`src/rtl/job_seq.sv`:
```
// job_seq: one-shot job sequencer for the matrix/stream datapath.
// A start pulse latches a job descriptor. The block then runs a timed
// matrix-write phase, a one-cycle gap, and N streaming batches. last is
// asserted on the final batch, and a watchdog aborts a stalled RUN phase.
//
// Ports:
//   AXIS_ACLK, AXIS_ARESETN    clock, synchronous active-low reset
//   start, abort               job launch pulse / forced return to idle
//   cfg_num/i/j/rand/batches   job descriptor, latched on an accepted start
//   batch_done                 one pulse per completed output batch
//   matw, run, last            datapath controls
//   addr_num/i/j, random_num   latched descriptor fields
//   busy, done, err            job status (err is sticky until the next start)
//   batch_cnt                  completed batches of the current job
module job_seq #(
  parameter logic [23:0]    TIMEOUT = 24'hFFFFFF,
  localparam int unsigned NUM_W   = 19,
  localparam int unsigned ADDR_W  = 20,
  localparam int unsigned RAND_W  = 16,
  localparam int unsigned BATCH_W = 16,
  localparam int unsigned WD_W    = 24
) (
  input  logic               AXIS_ACLK,
  input  logic               AXIS_ARESETN,
  input  logic               start,
  input  logic               abort,
  input  logic [NUM_W-1:0]   cfg_num,
  input  logic [ADDR_W-1:0]  cfg_i,
  input  logic [ADDR_W-1:0]  cfg_j,
  input  logic [RAND_W-1:0]  cfg_rand,
  input  logic [BATCH_W-1:0] cfg_batches,
  input  logic               batch_done,
  output logic               matw,
  output logic               run,
  output logic               last,
  output logic [NUM_W-1:0]   addr_num,
  output logic [ADDR_W-1:0]  addr_i,
  output logic [ADDR_W-1:0]  addr_j,
  output logic [RAND_W-1:0]  random_num,
  output logic               busy,
  output logic               done,
  output logic               err,
  output logic [BATCH_W-1:0] batch_cnt
);

  typedef enum logic [2:0] {
    S_IDLE = 3'd0,
    S_MATW = 3'd1,
    S_GAP  = 3'd2,
    S_RUN  = 3'd3,
    S_DONE = 3'd4,
    S_ERR  = 3'd5
  } state_e;

  state_e               state_q, state_d;
  logic                 matw_q, matw_d;
  logic                 run_q, run_d;
  logic                 last_q, last_d;
  logic                 busy_q, busy_d;
  logic                 done_q, done_d;
  logic                 err_q, err_d;
  logic [NUM_W-1:0]     num_q, num_d;
  logic [ADDR_W-1:0]    i_q, i_d;
  logic [ADDR_W-1:0]    j_q, j_d;
  logic [RAND_W-1:0]    rand_q, rand_d;
  logic [BATCH_W-1:0]   total_q, total_d;
  logic [BATCH_W-1:0]   cnt_q, cnt_d;
  logic [RAND_W-1:0]    mat_cnt_q, mat_cnt_d;
  logic [WD_W-1:0]      wd_q, wd_d;
  logic [BATCH_W-1:0]   cnt_inc;

  // State and output registers
  always_ff @(posedge AXIS_ACLK) begin
    if (!AXIS_ARESETN) begin
      state_q   <= S_IDLE;
      matw_q    <= 1'b0;
      run_q     <= 1'b0;
      last_q    <= 1'b0;
      busy_q    <= 1'b0;
      done_q    <= 1'b0;
      err_q     <= 1'b0;
      num_q     <= '0;
      i_q       <= '0;
      j_q       <= '0;
      rand_q    <= '0;
      total_q   <= '0;
      cnt_q     <= '0;
      mat_cnt_q <= '0;
      wd_q      <= '0;
    end else begin
      state_q   <= state_d;
      matw_q    <= matw_d;
      run_q     <= run_d;
      last_q    <= last_d;
      busy_q    <= busy_d;
      done_q    <= done_d;
      err_q     <= err_d;
      num_q     <= num_d;
      i_q       <= i_d;
      j_q       <= j_d;
      rand_q    <= rand_d;
      total_q   <= total_d;
      cnt_q     <= cnt_d;
      mat_cnt_q <= mat_cnt_d;
      wd_q      <= wd_d;
    end
  end

  // Next-state and next-output logic
  always_comb begin
    state_d   = state_q;
    matw_d    = matw_q;
    run_d     = run_q;
    last_d    = last_q;
    busy_d    = busy_q;
    done_d    = 1'b0;
    err_d     = err_q;
    num_d     = num_q;
    i_d       = i_q;
    j_d       = j_q;
    rand_d    = rand_q;
    total_d   = total_q;
    cnt_d     = cnt_q;
    mat_cnt_d = mat_cnt_q;
    wd_d      = wd_q;
    // Saturating batch count after a batch_done
    cnt_inc   = (cnt_q == {BATCH_W{1'b1}}) ? cnt_q : cnt_q + BATCH_W'(1);

    if (abort) begin
      state_d = S_IDLE;
      matw_d  = 1'b0;
      run_d   = 1'b0;
      last_d  = 1'b0;
      busy_d  = 1'b0;
    end else begin
      unique case (state_q)
        S_IDLE, S_DONE, S_ERR: begin
          if (start) begin
            state_d   = S_MATW;
            matw_d    = 1'b1;
            run_d     = 1'b0;
            last_d    = 1'b0;
            busy_d    = 1'b1;
            err_d     = 1'b0;
            num_d     = cfg_num;
            i_d       = cfg_i;
            j_d       = cfg_j;
            rand_d    = cfg_rand;
            total_d   = (cfg_batches == '0) ? BATCH_W'(1) : cfg_batches;
            cnt_d     = '0;
            mat_cnt_d = '0;
          end
        end
        S_MATW: begin
          if (mat_cnt_q == rand_q) begin
            state_d = S_GAP;
            matw_d  = 1'b0;
          end else begin
            mat_cnt_d = mat_cnt_q + RAND_W'(1);
          end
        end
        S_GAP: begin
          state_d = S_RUN;
          run_d   = 1'b1;
          last_d  = (total_q == BATCH_W'(1));
          wd_d    = '0;
        end
        S_RUN: begin
          if (batch_done) begin
            cnt_d = cnt_inc;
            wd_d  = '0;
            if (cnt_inc == total_q) begin
              state_d = S_DONE;
              run_d   = 1'b0;
              last_d  = 1'b0;
              busy_d  = 1'b0;
              done_d  = 1'b1;
            end else if (cnt_inc == total_q - BATCH_W'(1)) begin
              last_d = 1'b1;
            end
          end else if (wd_q == TIMEOUT) begin
            state_d = S_ERR;
            run_d   = 1'b0;
            last_d  = 1'b0;
            busy_d  = 1'b0;
            err_d   = 1'b1;
          end else begin
            wd_d = wd_q + WD_W'(1);
          end
        end
        default: begin
          state_d = S_IDLE;
          matw_d  = 1'b0;
          run_d   = 1'b0;
          last_d  = 1'b0;
          busy_d  = 1'b0;
        end
      endcase
    end
  end

  assign matw       = matw_q;
  assign run        = run_q;
  assign last       = last_q;
  assign busy       = busy_q;
  assign done       = done_q;
  assign err        = err_q;
  assign addr_num   = num_q;
  assign addr_i     = i_q;
  assign addr_j     = j_q;
  assign random_num = rand_q;
  assign batch_cnt  = cnt_q;

endmodule

```
`config.mk`:
```
export PLATFORM = sky130hd
export DESIGN_NAME = job_seq
export DESIGN_NICKNAME = d
export VERILOG_FILES = /design/src/rtl/job_seq.sv
export SDC_FILE = /design/constraint.sdc
export NUM_CORES = 1
export LEC_CHECK = 0
export ABC_CLOCK_PERIOD_IN_PS = 2900
export CORE_AREA = 2 2 187 97
export CTS_CLUSTER_DIAMETER = 60
export DETAILED_ROUTE_END_ITERATION = 10
export DIE_AREA = 0 0 189 99
export GPL_TIMING_DRIVEN = 0
export PLACE_DENSITY = 0.74
export SETUP_SLACK_MARGIN = 0.15
export SYNTH_ARGS = -nofsm -noshare
export SYNTH_HDL_FRONTEND = slang
export SYNTH_SLANG_ARGS = --single-unit
```
`constraint.sdc`:
```
create_clock -name AXIS_ACLK -period 2.9 [get_ports AXIS_ACLK]
set_input_delay 0.58 -clock AXIS_ACLK [delete_from_list [all_inputs] [get_ports AXIS_ACLK]]
set_output_delay 0.58 -clock AXIS_ACLK [all_outputs]
set_load 0.03 [all_outputs]
```
==> flow_summary.json, run 1 <==
{
  "status": "finished with violations",
  "violations": "setup timing",
  "cp_num_buf_inv": 2,
  "slew_headroom_pct": 37.8,
  "core_mm2": 0.0171,
  "worstSkewPairLatency_ps": 430,
  "async_flop_share_pct": 0,
  "setup_viol": 1,
  "yosysTopAreaCellShare_pct": 41.1,
  "first_pass_iters": 5,
  "grt_pass1_vias": 7475,
  "crit_chain": "ha_4, buf_6, nand3_4, nor3_2, mux2i_2, xnor2_1, or4_4, nor4_4, buf_6, o21ai_2, a221oi_2",
  "synth-seq-cells": 156,
  "required_ps": 3240,
  "syn_avg_cell_area_um2": 7.92,
  "synth_ff_type": "dfxtp_1",
  "first_iter_violations": 726,
  "initial_core_util_pct": 44.6,
  "cp-startpoint": "batch_cnt[1]",
  "grt-ovfl-total": 0,
  "hold_path_class": "reg -> reg",
  "wl_per_cell_um": 18.1,
  "dieArea_mm2": 0.0187,
  "cts_sinks": 156,
  "antenna_found_initial": 0,
  "period_share_pct": 102,
  "drv_slew": 0,
  "setup_ws_ps": -45.4,
  "die_w_um": 189,
  "rows": 34,
  "power_frac_comb_pct": 15.9,
  "fmax_mhz": 340,
  "p_per_area_mw_per_mm2": 484,
  "cpMostUsedCell": "buf_6",
  "grt_pass1_wl_um": 40600,
  "reg2reg_depth": 11,
  "htreeDepth": 4,
  "cp.arrival_ps": 3290,
  "sw_frac_of_total_pct": 28.3,
  "r2r_setup_slack_ps": -50,
  "placed_area_mm2": 0.00984,
  "r2r_end": "state_q[2]",
  "area_delta_synth_final_pct": 46.8,
  "p_sw_mw": 1.53,
  "netlist_instances": 959,
  "die_h_um": 99,
  "post_drt_via_cell_ratio": 5.47,
  "critPathKind": "reg -> reg",
  "min_period_ps": 2950,
  "cts_tree": "built",
  "place.gp.congestion": 1.03,
  "synth_area_leader_cell": "dfxtp_1",
  "cts_made_buffers": 17,
  "rsz0062_at_grt": "true",
  "max-clock-path-buffers": 2,
  "holdBufCountCts": 0,
  "grtUsageTotal_pct": 27.9,
  "port_buffers": 189,
  "startpoint_type": "flop",
  "post-route-drc-count": 0,
  "worst-path-max-fanout": 8,
  "reg2reg_from": "batch_cnt[1]",
  "hold_viol": 0,
  "drt.antenna.violating_nets": 0,
  "tightest_slew_ps": 933,
  "layout-drive-gt1-share_pct": 13.9,
  "worst_path_max_delay_cell": "or4_4",
  "clock_skew_ps": 12.1,
  "cap_violations": 0,
  "num_io_pins": 193,
  "hold_ws_ps": 453,
  "fin_setup_tns_ps": -45.4,
  "routed-via-count": 7960,
  "hp-start": "addr_j[2]",
  "grt_max_degree": 17,
  "end_kind": "flop",
  "p_leak_nw": 4.06,
  "routed_wl_um": 26400,
  "power_mw": 5.40,
  "p_clk_share_pct": 42.0,
  "nets": 1310,
  "peakVddDrop_uv": 409,
  "antenna_cells": 0,
  "crit_path_max_incr_delay_ps": 450,
  "synth_nets": 1060,
  "synth_area_mm2": 0.00760,
  "ys_warn_count": 0,
  "path_delay_family": "simple AND/OR/NAND/NOR gates",
  "post-route-cell-area_mm2": 0.0112,
  "synth_top_cells_by_area": "dfxtp_1 41%, nand2_1 10%, a21oi_1 7.0%",
  "endpoint": "state_q[2]",
  "path_clk_slew_ps": 70,
  "dp_hpwl_um": 19100,
  "p_int_mw": 3.88,
  "ys_seq_area_share_pct": 41.1,
  "cts-root-buf": "clkbuf_16",
  "seqPwrFrac_pct": 42.1,
  "hold_depth": 2,
  "crit_cells": 11,
  "synth_edf_count": 0,
  "synthDistinctLibCells": 72
}
[worst min path at each step]
stage / to / slack [ps]
after floorplan: wd_q[18] / 470
after global placement: addr_j[8] / 440
after detailed placement: addr_i[19] / 450
after CTS: addr_i[19] / 460
after global routing: addr_num[12] / 480
final: addr_j[2] / 450
[kinds of logic after synthesis]
kind of cell,share of synthesized area [%]
DFF,41.1
xor gates and xnor gates,9.68
and+or+nand+nor,27.8
buffers and inverters,3.97
AOI/OAI and AO/OA,15.7
muxes,0.922
adders and majority gates,0.823
[sequential cells by signal, indices dropped and copies added (netlist names)]
signal	flops
addr_i	20
random_num	16
busy	1
err	1
run	1
addr_num	19
wd_q	24
mat_cnt_q	16
state_q	3
addr_j	20
last	1
batch_cnt	16
done	1
matw	1
total_q	16
[worst reg2reg max path: stages, from the launching register on]
cell and delay [ps]:
dfxtp_4 370, ha_4 130, buf_6 110, nand3_4 170, nor3_2 260, mux2i_2 400
xnor2_1 160, or4_4 450, nor4_4 340, buf_6 180, o21ai_2 60, a221oi_2 230
[layout by cell type (no fill, tap or decap), types with 23 or more instances in the layout]
cell type        instances
xor2_1                  31
dfxtp_1                141
nand4_1                 23
nand2_1                205
buf_4                   40
clkdlybuf4s50_1        189
clkbuf_1                38
o21ai_0                 25
xnor2_1                 42
a21oi_1                106
nand3_1                 30
nor2_1                  76
[synth_stat cells, types with 14 or more instances]
cell and number:
xnor2_1 45, o21ai_0 26, inv_1 16, nor4_1 14, dfxtp_1 156, nand3_1 33
nor3_1 20, nor2_1 77, xor2_1 31, nand2_1 207, nand4_1 23, a21oi_1 107
clkbuf_1 44
[layout make-up]
class | count | area, um^2
Fill cell | 1389 | 5900
Clock inverter | 13 | 130
Multi-Input combinational cell | 729 | 4520
Sequential cell | 156 | 3150
Buffer | 58 | 329
Clock buffer | 19 | 464
Timing Repair Buffer | 231 | 2220
Tap cell | 234 | 293
Inverter | 16 | 60.1
[routing by layer]
| layer | vias to the layer above | global-route usage [%] | share of wire [%] |
|---|---|---|---|
| met3 | 29 | 10.6 | 11 |
| met5 | - | 0 | 0 |
| met4 | 0 | 5.95 | 0.97 |
| li1 | 3845 | - | - |
| met2 | 370 | 37.1 | 39 |
| met1 | 3716 | 41.9 | 48 |
[what timing repair did]
| item | CTS | global route |
|---|---|---|
| pin swaps | 22 | 26 |
| buffers inserted | 26 | 16 |
| endpoints found under the setup margin | 100 | 102 |
| gates resized for setup | 56 | 42 |
[per-stage QoR]
stage / instances / utilization, % / worst slack, ps
global route: 1456 / 65.4 / -106
floorplan: 959 / - / 94.4
finish: 1456 / 65.4 / -45.4
detailed placement: 1382 / 57.7 / -760
global placement: 1382 / 57.7 / -635
CTS: 1440 / 63.8 / 26.5
[power by group through the flow]
stage / sequential (mW) / clock, mW / combinational, mW
floorplan: 2.41 / 0 / 0.342
global placement: 2.31 / 0 / 0.796
detailed placement: 2.32 / 0 / 0.800
CTS: 2.27 / 2.29 / 0.819
global route: 2.28 / 2.38 / 0.919
finish: 2.28 / 2.27 / 0.859
No activity file was read; power rests on OpenSTA's default activity.
==> run 2, diff against run 1 <==
--- a/constraint.sdc
+++ b/constraint.sdc
@@ -3,2 +3,2 @@
 set_output_delay 0.58 -clock AXIS_ACLK [all_outputs]
-set_load 0.03 [all_outputs]
+set_load 0.01 [all_outputs]
==> run 2 against run 1 <==
The run still ends with setup timing left. Register-to-register slack lost 20 ps. Worst setup slack got worse by 16 ps. Non-clock buffer count fell by 11. Combinational power shrank 9.4%. Final area shrank 0.60%. Cell count down 0.82%. First-iteration DRC count increased by 5.8%. Sequential power is essentially flat. Fmax down 0.54%. Clock skew fell by 1.2 ps. Sequential share of layout area rose by 0.10 points. Largest cell class unchanged.
==> flow_summary.json, run 2 (same netlist as run 1, synthesis figures left out) <==
{
  "hold_ws_ps": 454,
  "rows": 34,
  "port_buffers": 189,
  "dp_cells": 1383,
  "dp_hpwl_um": 19400,
  "largest_reg_flops": 24,
  "cts_made_buffers": 17,
  "place.gp.congestion": 1.03,
  "critPathKind": "reg -> reg",
  "grt_pass1_wl_um": 41100,
  "p_sw_mw": 1.41,
  "htreeDepth": 4,
  "initial_core_util_pct": 44.6,
  "core_mm2": 0.0171,
  "dieArea_mm2": 0.0187,
  "first_pass_iters": 5,
  "cp.arrival_ps": 3300,
  "violations": "setup timing",
  "cts_sinks": 156,
  "die_h_um": 99,
  "antenna_cells": 0,
  "largest_register": "wd_q",
  "startpoint_type": "flop",
  "cts-root-buf": "clkbuf_16",
  "die_w_um": 189,
  "grtUsageTotal_pct": 28.3,
  "area_delta_synth_final_pct": 46.0,
  "tightest_slew_ps": 964,
  "layout_commonest_cell": "nand2_1",
  "period_share_pct": 102,
  "sw_frac_of_total_pct": 26.0,
  "rsz0062_at_grt": "true",
  "power_mw": 5.41,
  "worstSkewPairLatency_ps": 420,
  "p_clk_share_pct": 43.5,
  "end_kind": "flop",
  "drt.antenna.violating_nets": 0,
  "antenna_found_initial": 0,
  "peakVddDrop_uv": 419,
  "setup_ws_ps": -61.5,
  "fin_setup_tns_ps": -187,
  "fin_cells": 1444,
  "drv_slew": 0,
  "path_clk_slew_ps": 70,
  "first_iter_violations": 768,
  "final_cell_mix": "207 x nand2_1, 189 x clkdlybuf4s50_1, 145 x dfxtp_1",
  "wl_per_cell_um": 18.6,
  "routed_wl_um": 26800,
  "p_per_area_mw_per_mm2": 488,
  "hold_viol": 0,
  "num_io_pins": 193,
  "cts_tree": "built",
  "worst-path-max-fanout": 10,
  "nets": 1299,
  "fmax_mhz": 338,
  "setup_viol": 4,
  "max-clock-path-buffers": 2,
  "cap_violations": 0,
  "slew_headroom_pct": 34.8,
  "grt-ovfl-total": 0,
  "clock_skew_ps": 10.9,
  "post_drt_via_cell_ratio": 5.56,
  "layout-drive-gt1-share_pct": 12.2,
  "place_ws_ps": -574,
  "required_ps": 3240,
  "power_frac_comb_pct": 14.4,
  "hold_path_class": "reg -> reg",
  "p_int_mw": 4.00,
  "grt_pass1_vias": 7318,
  "min_period_ps": 2960,
  "p_leak_nw": 4.01,
  "routed-via-count": 8031,
  "status": "finished with violations",
  "seqPwrFrac_pct": 42.1,
  "grt_max_degree": 17,
  "post-route-drc-count": 0
}
==> run 2: worst paths after layout <==
kind           startpoint        end  slack, ps  cells after the start
min             addr_i[0]  addr_i[0]        450                      2
max          batch_cnt[3]       last        -60                     11
max reg2reg  batch_cnt[3]       last        -60                     11
min reg2reg     addr_i[0]  addr_i[0]        450                      2
==> run 2: per-layer routing <==
metal	track usage (%)	vias to the layer above	part of all wire, %	routed length (um)
met2	36.4	379	38	10200
met3	10.8	38	11	3070
met1	43.3	3794	49	13200
li1	-	3820	-	-
met5	0	-	0	0
met4	6.43	0	1.3	342
==> run 2: worst max-delay path, stage by stage (launching register included) <==
cell and delay [ps]:
dfxtp_1 330, buf_4 190, and4_2 270, nand2_1 190, nor4b_1 890, a2111oi_0 150
nand4_1 210, nor4_4 70, buf_6 140, buf_6 120, o21a_1 170, a211oi_2 140
==> run 2: what timing repair did <==
item / CTS / global route
resized for setup: 55 / 33
setup buffers: 21 / 9
pin swaps: 24 / 18
hold endpoints to repair: 0 / 0
setup endpoints to repair: 41 / 106
hold buffers: 0 / 0
==> run 2: layout make-up <==
cell class                 count  area [um^2]
fill                        1454         5970
multi-input combinational    729         4530
sequential                   156         3140
timing repair buffer         220         2150
clock buffer                  20          457
buffer                        58          309
tap                          234          293
clock inverter                11          158
inverter                      16         60.1
==> run 2: through the flow <==
step / cell area [um^2] / util [%]
3_5_place_dp: 9850 / 57.7
3_3_place_gp: 9850 / 57.7
5_1_grt: 11100 / 65.0
4_1_cts: 10900 / 63.7
6_report: 11100 / 65.0
2_1_floorplan: 7660 / -
==> run 2: power groups by stage <==
stage | Clock [mW] | Combinational [mW] | Sequential [mW]
floorplan | 0 | 0.342 | 2.33
global placement | 0 | 0.710 | 2.32
detailed placement | 0 | 0.722 | 2.32
CTS | 2.39 | 0.746 | 2.27
global route | 2.49 | 0.837 | 2.28
finish | 2.35 | 0.778 | 2.28
==> run 3, diff against run 2 <==
Settings changed: GPL_TIMING_DRIVEN 0 to unset.
==> run 3 against run 2 <==
The run now ends clean. Global-route usage is 2.1 points lower. Critical endpoint is now state_q[2]. Largest cell class unchanged. Non-clock buffer count is 14 lower. Sequential power hardly changed. Power is 6.0% lower.
==> flow_summary.json, run 3 (same netlist as run 1, synthesis figures left out) <==
{
  "largest_register": "wd_q",
  "nets": 1285,
  "routed-via-count": 7772,
  "status": "completed",
  "port_buffers": 192,
  "hold_viol": 0,
  "initial_core_util_pct": 44.6,
  "placed_area_mm2": 0.0101,
  "antenna_cells": 0,
  "num_io_pins": 193,
  "worst-path-max-fanout": 7,
  "rsz0062_at_grt": "true",
  "grt_pass1_vias": 7069,
  "multiInputGateArea_mm2": 0.00432,
  "grt_pass1_wl_um": 38700,
  "drv_slew": 0,
  "peakVddDrop_uv": 415,
  "dieArea_mm2": 0.0187,
  "min_period_ps": 2800,
  "end_kind": "flop",
  "path_clk_slew_ps": 60,
  "hold_ws_ps": 452,
  "antenna_found_initial": 0,
  "worstSkewPairLatency_ps": 420,
  "p_leak_nw": 3.98,
  "p_int_mw": 3.76,
  "register_area_mm2": 0.00314,
  "post-route-drc-count": 0,
  "max-clock-path-buffers": 2,
  "wl_per_cell_um": 17.4,
  "p_clk_share_pct": 40.3,
  "period_share_pct": 96.6,
  "place_ws_ps": 67.9,
  "critPathKind": "reg -> reg",
  "cts_made_buffers": 17,
  "setup_viol": 0,
  "power_frac_comb_pct": 15.0,
  "startpoint_type": "flop",
  "cts-root-buf": "clkbuf_16",
  "tightest_slew_ps": 829,
  "seqPwrFrac_pct": 44.7,
  "routed_wl_um": 24800,
  "slew_headroom_pct": 44.7,
  "hold_path_class": "reg -> reg",
  "sw_frac_of_total_pct": 26.1,
  "fin_cells": 1430,
  "final_cell_mix": "207 x nand2_1, 192 x clkdlybuf4s50_1, 145 x dfxtp_1",
  "dp_cells": 1391,
  "cap_violations": 0,
  "die_h_um": 99,
  "clock_skew_ps": 13.4,
  "rows": 34,
  "drt.antenna.violating_nets": 0,
  "cts_sinks": 156,
  "layout-drive-gt1-share_pct": 13.0,
  "grt_max_degree": 65,
  "cts_tree": "built",
  "cp.arrival_ps": 3130,
  "setup_ws_ps": 99.3,
  "dp_hpwl_um": 18400,
  "first_pass_iters": 5,
  "area_delta_synth_final_pct": 43.0,
  "post-route-cell-area_mm2": 0.0109,
  "place.gp.congestion": 1.03,
  "layout_commonest_cell": "nand2_1",
  "fin_setup_tns_ps": 0,
  "die_w_um": 189,
  "fillers": 1473,
  "htreeDepth": 4,
  "fmax_mhz": 357,
  "core_mm2": 0.0171,
  "post_drt_via_cell_ratio": 5.43,
  "fin_util_pct": 63.7,
  "required_ps": 3230,
  "power_mw": 5.09,
  "p_sw_mw": 1.33,
  "grt-ovfl-total": 0,
  "largest_reg_flops": 24,
  "p_per_area_mw_per_mm2": 468,
  "grtUsageTotal_pct": 26.3,
  "first_iter_violations": 899
}
-- run 3: final cells by class --
cell class / instances / share of cell area (%)
clock buffers: 23 / 4.40
clock inverters: 8 / 0.564
inverters: 16 / 0.552
multi-input cells: 729 / 39.7
flip-flops and latches: 156 / 28.9
repair buffers: 264 / 23.2
well taps: 234 / 2.69
-- run 3: power groups by stage --
stage	Combinational (mW)	Sequential (mW)	Clock, mW
5_1_grt	0.822	2.28	2.20
3_5_place_dp	0.741	2.32	0
6_report	0.764	2.27	2.05
2_1_floorplan	0.342	2.33	0
4_1_cts	0.749	2.27	2.10
3_3_place_gp	0.740	2.31	0
-- run 3: path summary, 6_finish.rpt --
check	from	end	slack [ps]	depth (start not counted)
min	addr_j[12]	addr_j[12]	450	2
max	batch_cnt[1]	state_q[2]	100	10
min reg2reg	addr_j[12]	addr_j[12]	450	2
max reg2reg	batch_cnt[1]	state_q[2]	100	10
-- run 3: per-layer routing --
metal	global-route usage, %	up-vias	share of wire [%]
met1	41.1	3561	50
met4	5.05	0	0.80
met3	8.83	23	12
met5	0	-	0
met2	34.0	400	37
li1	-	3788	-
-- run 3: critical path: stages, from the launching register on --
cell and delay [ps]:
dfxtp_4 360, ha_4 170, and3_4 200, a31oi_1 360, or3_1 210, nand2_1 90
or4_4 560, nor4_4 290, buf_6 170, o21ai_2 60, a221oi_2 240
-- run 3: repair_timing --
| item | CTS | global route |
|---|---|---|
| setup buffers | 5 | 3 |
| endpoints found under the setup margin | 6 | 6 |
| gates resized for setup | 17 | 18 |
| pin swaps | 4 | 17 |
| hold endpoints to repair | 0 | 0 |
| hold buffers | 0 | 0 |
